**src/rtl/seq_alu_pkg.sv**
```systemverilog
// Shared definitions for the sequential multiply/shift unit: opcodes, FSM states
// and default sizing.
package seq_alu_pkg;

  localparam int WIDTH_DEF = 8;
  localparam int CNT_W_DEF = 4;

  typedef enum logic [2:0] {
    OP_MUL = 3'b000,
    OP_SLL = 3'b001,
    OP_SRL = 3'b010,
    OP_SRA = 3'b011,
    OP_ROR = 3'b100
  } op_e;

  typedef enum logic [1:0] {
    ST_IDLE = 2'b00,
    ST_RUN  = 2'b01,
    ST_DONE = 2'b10
  } state_e;

  function automatic logic op_valid(input logic [2:0] op);
    return op <= OP_ROR;
  endfunction

endpackage

```
**src/rtl/seq_alu_if.sv**
```systemverilog
// Request/result bundle between the control unit (master) and seq_alu (slave).
// OVF exists only when SEQ_ALU_OVF_EN is defined.
interface seq_alu_if #(
  parameter int WIDTH = 8
);
  logic             START;
  logic [2:0]       OPCODE;
  logic [WIDTH-1:0] DATA1;
  logic [WIDTH-1:0] DATA2;
  logic [WIDTH-1:0] RESULT;
  logic             BUSY;
  logic             DONE;
  logic             ERR;
`ifdef SEQ_ALU_OVF_EN
  logic             OVF;

  modport master (output START, OPCODE, DATA1, DATA2,
                  input  RESULT, BUSY, DONE, ERR, OVF);
  modport slave  (input  START, OPCODE, DATA1, DATA2,
                  output RESULT, BUSY, DONE, ERR, OVF);
`else
  modport master (output START, OPCODE, DATA1, DATA2,
                  input  RESULT, BUSY, DONE, ERR);
  modport slave  (input  START, OPCODE, DATA1, DATA2,
                  output RESULT, BUSY, DONE, ERR);
`endif
endinterface

```
**src/rtl/seq_alu_step.sv**
```systemverilog
// One iteration of the latched operation: a shift-add step for MUL, or a
// single-bit shift/rotate of the working value. Purely combinational.
module seq_alu_step
  import seq_alu_pkg::*;
#(
  parameter int WIDTH = 8,
  parameter int ACC_W = 8
) (
  input  logic [2:0]       op_i,
  input  logic [WIDTH-1:0] val_i,
  input  logic [ACC_W-1:0] mcand_i,
  input  logic [WIDTH-1:0] mplier_i,
  input  logic [ACC_W-1:0] acc_i,
  output logic [WIDTH-1:0] val_o,
  output logic [ACC_W-1:0] mcand_o,
  output logic [WIDTH-1:0] mplier_o,
  output logic [ACC_W-1:0] acc_o
);

  always_comb begin
    val_o    = val_i;
    mcand_o  = mcand_i;
    mplier_o = mplier_i;
    acc_o    = acc_i;
    case (op_i)
      OP_MUL: begin
        // Multiplier consumed LSB first; multiplicand doubles each step.
        acc_o    = mplier_i[0] ? acc_i + mcand_i : acc_i;
        mcand_o  = mcand_i << 1;
        mplier_o = mplier_i >> 1;
      end
      OP_SLL:  val_o = {val_i[WIDTH-2:0], 1'b0};
      OP_SRL:  val_o = {1'b0, val_i[WIDTH-1:1]};
      OP_SRA:  val_o = {val_i[WIDTH-1], val_i[WIDTH-1:1]};
      OP_ROR:  val_o = {val_i[0], val_i[WIDTH-1:1]};
      default: ;
    endcase
  end

endmodule

```
**src/rtl/seq_alu.sv**
```systemverilog
// Multi-cycle MUL/shift/rotate unit with IDLE/RUN/DONE handshake.
// Define SEQ_ALU_OVF_EN for a full-width product accumulator and the OVF flag.
module seq_alu
  import seq_alu_pkg::*;
#(
  parameter int WIDTH = WIDTH_DEF,
  parameter int CNT_W = CNT_W_DEF
) (
  input  logic     CLK,
  input  logic     RESET,
  seq_alu_if.slave bus
);

`ifdef SEQ_ALU_OVF_EN
  localparam int ACC_W = 2 * WIDTH;
`else
  localparam int ACC_W = WIDTH;
`endif
  localparam int SH_W = $clog2(WIDTH);

  state_e           state_q, state_d;
  logic [CNT_W-1:0] cnt_q, cnt_d;
  logic [2:0]       op_q, op_d;
  logic [WIDTH-1:0] val_q, val_d;
  logic [ACC_W-1:0] mcand_q, mcand_d;
  logic [WIDTH-1:0] mplier_q, mplier_d;
  logic [ACC_W-1:0] acc_q, acc_d;
  logic [WIDTH-1:0] result_q, result_d;
  logic             err_q, err_d;
`ifdef SEQ_ALU_OVF_EN
  logic             ovf_q, ovf_d;
`endif

  logic [WIDTH-1:0] val_s, mplier_s;
  logic [ACC_W-1:0] mcand_s, acc_s;
  logic [CNT_W-1:0] n_start;
  logic             accept;

  seq_alu_step #(.WIDTH(WIDTH), .ACC_W(ACC_W)) u_step (
    .op_i     (op_q),
    .val_i    (val_q),
    .mcand_i  (mcand_q),
    .mplier_i (mplier_q),
    .acc_i    (acc_q),
    .val_o    (val_s),
    .mcand_o  (mcand_s),
    .mplier_o (mplier_s),
    .acc_o    (acc_s)
  );

  // Iteration count for the operation being offered on the bus.
  always_comb begin
    n_start = '0;
    case (bus.OPCODE)
      OP_MUL:                 n_start = CNT_W'(WIDTH);
      OP_SLL, OP_SRL, OP_SRA: n_start = (bus.DATA2 >= WIDTH'(WIDTH)) ? CNT_W'(WIDTH)
                                                                      : CNT_W'(bus.DATA2);
      OP_ROR:                 n_start = CNT_W'(bus.DATA2[SH_W-1:0]);
      default:                n_start = '0;
    endcase
  end

  assign accept = bus.START && (state_q != ST_RUN);

  always_comb begin
    state_d  = state_q;
    cnt_d    = cnt_q;
    op_d     = op_q;
    val_d    = val_q;
    mcand_d  = mcand_q;
    mplier_d = mplier_q;
    acc_d    = acc_q;
    result_d = result_q;
    err_d    = err_q;
`ifdef SEQ_ALU_OVF_EN
    ovf_d    = ovf_q;
`endif
    case (state_q)
      ST_IDLE, ST_DONE: begin
        state_d = ST_IDLE;
        if (accept) begin
          op_d     = bus.OPCODE;
          val_d    = bus.DATA1;
          mcand_d  = ACC_W'(bus.DATA1);
          mplier_d = bus.DATA2;
          acc_d    = '0;
          cnt_d    = n_start;
          err_d    = !op_valid(bus.OPCODE);
`ifdef SEQ_ALU_OVF_EN
          ovf_d    = 1'b0;
`endif
          if (n_start == '0) begin
            // Zero-step ops finish straight away; invalid opcodes report zero.
            state_d  = ST_DONE;
            result_d = op_valid(bus.OPCODE) ? bus.DATA1 : '0;
          end else begin
            state_d = ST_RUN;
          end
        end
      end
      ST_RUN: begin
        cnt_d    = cnt_q - 1'b1;
        val_d    = val_s;
        mcand_d  = mcand_s;
        mplier_d = mplier_s;
        acc_d    = acc_s;
        if (cnt_q == CNT_W'(1)) begin
          state_d  = ST_DONE;
          result_d = (op_q == OP_MUL) ? acc_s[WIDTH-1:0] : val_s;
`ifdef SEQ_ALU_OVF_EN
          ovf_d    = (op_q == OP_MUL) && (|acc_s[ACC_W-1:WIDTH]);
`endif
        end
      end
      default: state_d = ST_IDLE;
    endcase
  end

  always_ff @(posedge CLK or posedge RESET) begin
    if (RESET) begin
      state_q  <= ST_IDLE;
      cnt_q    <= '0;
      op_q     <= '0;
      val_q    <= '0;
      mcand_q  <= '0;
      mplier_q <= '0;
      acc_q    <= '0;
      result_q <= '0;
      err_q    <= 1'b0;
`ifdef SEQ_ALU_OVF_EN
      ovf_q    <= 1'b0;
`endif
    end else begin
      state_q  <= state_d;
      cnt_q    <= cnt_d;
      op_q     <= op_d;
      val_q    <= val_d;
      mcand_q  <= mcand_d;
      mplier_q <= mplier_d;
      acc_q    <= acc_d;
      result_q <= result_d;
      err_q    <= err_d;
`ifdef SEQ_ALU_OVF_EN
      ovf_q    <= ovf_d;
`endif
    end
  end

  assign bus.RESULT = result_q;
  assign bus.BUSY   = (state_q == ST_RUN);
  assign bus.DONE   = (state_q == ST_DONE);
  assign bus.ERR    = err_q;
`ifdef SEQ_ALU_OVF_EN
  assign bus.OVF    = ovf_q;
`endif

endmodule
```
**src/flat_wrapper.sv**
```systemverilog
// flat-port wrapper written by rule: the top's interface ports become plain ports
module seq_alu_flat import seq_alu_pkg::*;
#(
  parameter int WIDTH = WIDTH_DEF,
  parameter int CNT_W = CNT_W_DEF
)
  (CLK, RESET, bus_START, bus_OPCODE, bus_DATA1, bus_DATA2, bus_RESULT, bus_BUSY, bus_DONE, bus_ERR);
  seq_alu_if #(.WIDTH(WIDTH)) bus_i ();
  input  logic CLK;
  input  logic RESET;
  input wire logic [$bits(bus_i.START)-1:0] bus_START;
  input wire logic [$bits(bus_i.OPCODE)-1:0] bus_OPCODE;
  input wire logic [$bits(bus_i.DATA1)-1:0] bus_DATA1;
  input wire logic [$bits(bus_i.DATA2)-1:0] bus_DATA2;
  output wire logic [$bits(bus_i.RESULT)-1:0] bus_RESULT;
  output wire logic [$bits(bus_i.BUSY)-1:0] bus_BUSY;
  output wire logic [$bits(bus_i.DONE)-1:0] bus_DONE;
  output wire logic [$bits(bus_i.ERR)-1:0] bus_ERR;
  assign bus_i.START = bus_START;
  assign bus_i.OPCODE = bus_OPCODE;
  assign bus_i.DATA1 = bus_DATA1;
  assign bus_i.DATA2 = bus_DATA2;
  assign bus_RESULT = bus_i.RESULT;
  assign bus_BUSY = bus_i.BUSY;
  assign bus_DONE = bus_i.DONE;
  assign bus_ERR = bus_i.ERR;
  seq_alu #(.WIDTH(WIDTH), .CNT_W(CNT_W)) u_core (.CLK(CLK), .RESET(RESET), .bus(bus_i));
endmodule
```
**config.mk**
```make
export PLATFORM = sky130hd
export DESIGN_NAME = seq_alu_flat
export DESIGN_NICKNAME = d
export VERILOG_FILES = /design/src/rtl/seq_alu_pkg.sv /design/src/rtl/seq_alu_if.sv /design/src/rtl/seq_alu_step.sv /design/src/rtl/seq_alu.sv /design/src/flat_wrapper.sv
export SDC_FILE = /design/constraint.sdc
export NUM_CORES = 1
export LEC_CHECK = 0
export BUFFER_PORTS_ARGS = -buffer_cell sky130_fd_sc_hd__clkbuf_2
export CAP_MARGIN = 20
export CORE_ASPECT_RATIO = 1.5
export CORE_MARGIN = 10
export CORE_UTILIZATION = 44
export DETAILED_ROUTE_END_ITERATION = 16
export MAX_ROUTING_LAYER = met4
export SLEW_MARGIN = 20
export SYNTH_ARGS = -nofsm -noshare
export SYNTH_HDL_FRONTEND = slang
export SYNTH_SLANG_ARGS = --single-unit
export TNS_END_PERCENT = 30
```
**constraint.sdc**
```tcl
create_clock -name CLK -period 2.5 [get_ports CLK]
set_input_delay 0.5 -clock CLK [delete_from_list [all_inputs] [get_ports CLK]]
set_output_delay 0.5 -clock CLK [all_outputs]
set_load 0.005 [all_outputs]
```
==> impl_summary.txt <==
----------------------------------------------------
[Status]
  Status ... complete, no violations

[STA]
  Pins Over Slew Limit ... 0
  Final setup violating endpoints ... 0
  Normalized max-slew margin ... 62.8%
  Setup TNS after final layout ... 0 ns
  Unrepaired setup endpoints after global routing ... no
  WHS ... 0.218 ns
  Transition time at the pin with the least slew margin ... between 0.5 and 0.6 ns
  Post-layout min period ... approximately 2.3 ns
  Peak clock frequency supported by timing ... about 430 MHz
  Count of final hold-check violations ... 0
  Part of the cycle the worst path needs ... slightly above 90%
  Fin Clk Skew ... a little under 0.007 ns

[Drt]
  Total Routed Length ... slightly below 9000 um
  Vias ... 2774
  DRC violations left ... 0
  Mean routed wirelength per cell ... about 19 um
  Number of iterations in the first detailed-routing pass ... 4
  Vias per cell ... 6.02
  Post-detailed-route count of antenna-violating nets ... 0
  Starting DRC count in detailed routing ... ~170

[Finish]
  Most used cells in the layout excluding fill and tap cells ... 50 x sky130_fd_sc_hd__dfrtp_1, 48 x sky130_fd_sc_hd__nand2_1, 32 x sky130_fd_sc_hd__clkbuf_2
  Leading cell type in the layout, fill and taps excluded ... sky130_fd_sc_hd__dfrtp_1
  Ant diodes ... 0
  Number of nets in the layout ... approximately 410
  Post-Layout Cell Count ... between 400 and 500
  Relative area change from synthesis to final layout ... 11.9%
  Layout cells sized above 1 ... ~15%
  Fin util ... 50.4%

[Worst setup path]
  Source of the critical timing path ... u_core.mcand_q[4]
  Classification of the worst setup path ... register to register
  Maximum fanout along the worst path ... 6
  Reg2reg start ... u_core.mcand_q[4]
  Crit end category ... register
  Number of cells traversed by the worst register-to-register path ... 7
  Req. time, crit path ... roughly 2.7 ns
  Arrival time at the worst endpoint ... around 2.5 ns
  Setup crit start kind ... register

[Synthesis]
  Nets in the synthesized netlist ... 384
  Mapped Avg Cell Area ... ~8.7 um2
  Flip-flop and latch count after synthesis ... 50
  Sequential fraction of the synthesis area ... between 40% and 50%
  Count of distinct cell types in the synthesized netlist ... 49
  Post-synthesis instance total ... approximately 350
  Warnings from Yosys ... 0
  Post-synthesis cell area ... ~3000 um2
  Largest cells by area after synthesis ... sky130_fd_sc_hd__dfrtp_1 41%, sky130_fd_sc_hd__mux2i_1 5.9%, sky130_fd_sc_hd__nand2_1 5.9%
  Top cell type's share of synthesized area ... a little over 40%
  Ys flop type ... sky130_fd_sc_hd__dfrtp_1
  Number of synthesized flops with an enable pin ... 0
  Async SR Flop Fraction ... 100%
  Biggest area consumer among synthesized cells ... sky130_fd_sc_hd__dfrtp_1

[Placement]
  PortBufs ... 32
  Number of placed instances with taps included ... around 450
  DP HPWL ... roughly 6500 um
  Final estimated routing congestion in global placement ... around 0.88

[GRT]
  Antenna violations before repair ... 0
  Global-route wire length before repair ... 14500 um
  Via count of the first global-routing pass ... roughly 2900
  All-layer global routing usage ... between 15 and 20%
  Pin count of the biggest net entering global routing ... 31
  Overflow after GRT ... 0

[Power and ir drop]
  Clock share of power ... between 10% and 20%
  Maximum VDD drop ... between 0.6 and 0.7 mV
  Switching share of power ... 47.2%
  Power per cell area ... 1410 nW/um2
  Leakage power figure ... between 1.5 and 2 nW
  Internal cell power ... about 0.0026 W
  Reported net switching power ... roughly 0.0023 W
  Power share of the sequential group ... ~33%
  Combinational cell fraction of total power ... between 50% and 60%
  Overall power after layout ... ~0.0048 W

[Clocking]
  Clock buffer count from CTS ... 5
  Number of hold buffers added after CTS ... 0
  Clock sink total ... 50
  Maximum clock insertion buffer count ... 2
  Clock slew at the register clock pins of the worst setup and hold paths ... ~0.090 ns
  Cell at the root of the clock tree ... sky130_fd_sc_hd__clkbuf_8
  CTS tree ... yes
  Total number of H-tree levels ... 2
  Clock latency at the later pin of the worst-skew pair ... just over 0.3 ns
  Number of post-CTS setup repair buffers ... 0
  PostCTS Resize Cnt ... 0

[Floorplan]
  Initial standard-cell utilization of the core ... between 40% and 50%
  Width of the die ... about 88 um
  Die footprint ... around 11000 um2
  Core area ... around 6800 um2
  Number of placed I/O pins ... 33
  Die extent in y ... 122 um
  Row cnt ... 37

[Hold path]
  Classification of the worst-slack hold path ... input port to asynchronous set/reset pin

[Run]
  Max-capacitance violation count ... 0

----------------------------------------------------
-- worst max-delay path: stages, from the launching register on --
cell and delay (ns):
sky130_fd_sc_hd__dfrtp_1 0.41, sky130_fd_sc_hd__ha_1 0.41, sky130_fd_sc_hd__nand2_1 0.10, sky130_fd_sc_hd__nor3_1 0.40
sky130_fd_sc_hd__o31ai_1 0.22, sky130_fd_sc_hd__or4b_1 0.51, sky130_fd_sc_hd__nand4_1 0.10, sky130_fd_sc_hd__o21ai_1 0.06
-- final cells by class --
cell class	instances	area, um2
fillers	672	3380
multi-input cells	268	1680
flip-flops and latches	50	1250
repair buffers	43	255
well taps	78	97.6
clock buffers	7	86.3
inverters	14	52.6
clock inverters	1	5.00
-- sequential cells by signal (all words and copies together), names as in the netlist --
name,count
u_core.acc_q,8
u_core.bus.RESULT,8
u_core.mcand_q,8
u_core.mplier_q,8
u_core.val_q,8
u_core.cnt_q,4
u_core.op_q,3
u_core.state_q,2
u_core.bus.ERR,1
-- logic make-up (layout without fill, tap and decap cells) --
group / Yosys count / after routing / share of synthesized area [%]
flops: 50 / 50 / 40.8
xor+xnor: 5 / 5 / 1.43
buf+inv: 34 / 65 / 4.45
compound gates: 127 / 127 / 27.1
fa+ha+maj: 10 / 10 / 4.33
simple gates: 108 / 108 / 16.0
mux: 18 / 18 / 5.88
-- cells in the mapped netlist (all sizes together), types with 2 or more instances --
cell,number
xor2,3
clkbuf,13
a32oi,3
inv,14
o21a,6
xnor2,2
o31ai,2
a211oi,4
o211ai,3
o221ai,5
and3,2
buf,7
a22oi,9
mux2i,18
a31oi,5
nor2b,3
a21o,5
o22a,3
a21oi,20
nor2,22
dfrtp,50
ha,9
o22ai,7
nor3,9
nand2b,5
nand3,10
or2,3
o21ai,41
o21bai,3
nand2,48
a22o,2
a211o,2
nor3b,2
a221o,3
-- power groups by stage --
stage | clock network [W] | registers [W] | logic [W]
2_1_floorplan | 0 | 0.00147 | 0.00207
3_3_place_gp | 0 | 0.00161 | 0.00270
3_5_place_dp | 0 | 0.00162 | 0.00274
4_1_cts | 0.000508 | 0.00161 | 0.00275
5_1_grt | 0.000542 | 0.00168 | 0.00311
6_report | 0.000497 | 0.00161 | 0.00273
-- stage by stage --
stage | area [um2] | worst slack [ns]
2_1_floorplan | 3060 | 0.410
3_3_place_gp | 3340 | 0.220
3_5_place_dp | 3340 | 0.206
4_1_cts | 3430 | 0.182
5_1_grt | 3430 | 0.0186
6_report | 3430 | 0.180
-- metal layers --
layer  wire length, um  track usage (%)  part of all wire (%)
met5                 0                -                     0
met4               244             7.09                   2.8
met3               367             3.14                   4.2
met2              4560             29.6                    52
met1              3610             19.9                    41
-- path summary, 6_finish.rpt --
path	end	slack, ns
hold / removal	u_core.mcand_q[7]	0.22
setup / recovery	u_core.bus.RESULT[7]	0.18
setup reg to reg	u_core.bus.RESULT[7]	0.18
hold reg to reg	u_core.mplier_q[1]	0.49
min in group CLK	u_core.op_q[1]	0.41
max in group asynchronous	u_core.op_q[0]	1.74
No activity file was read; power rests on OpenSTA's default activity.
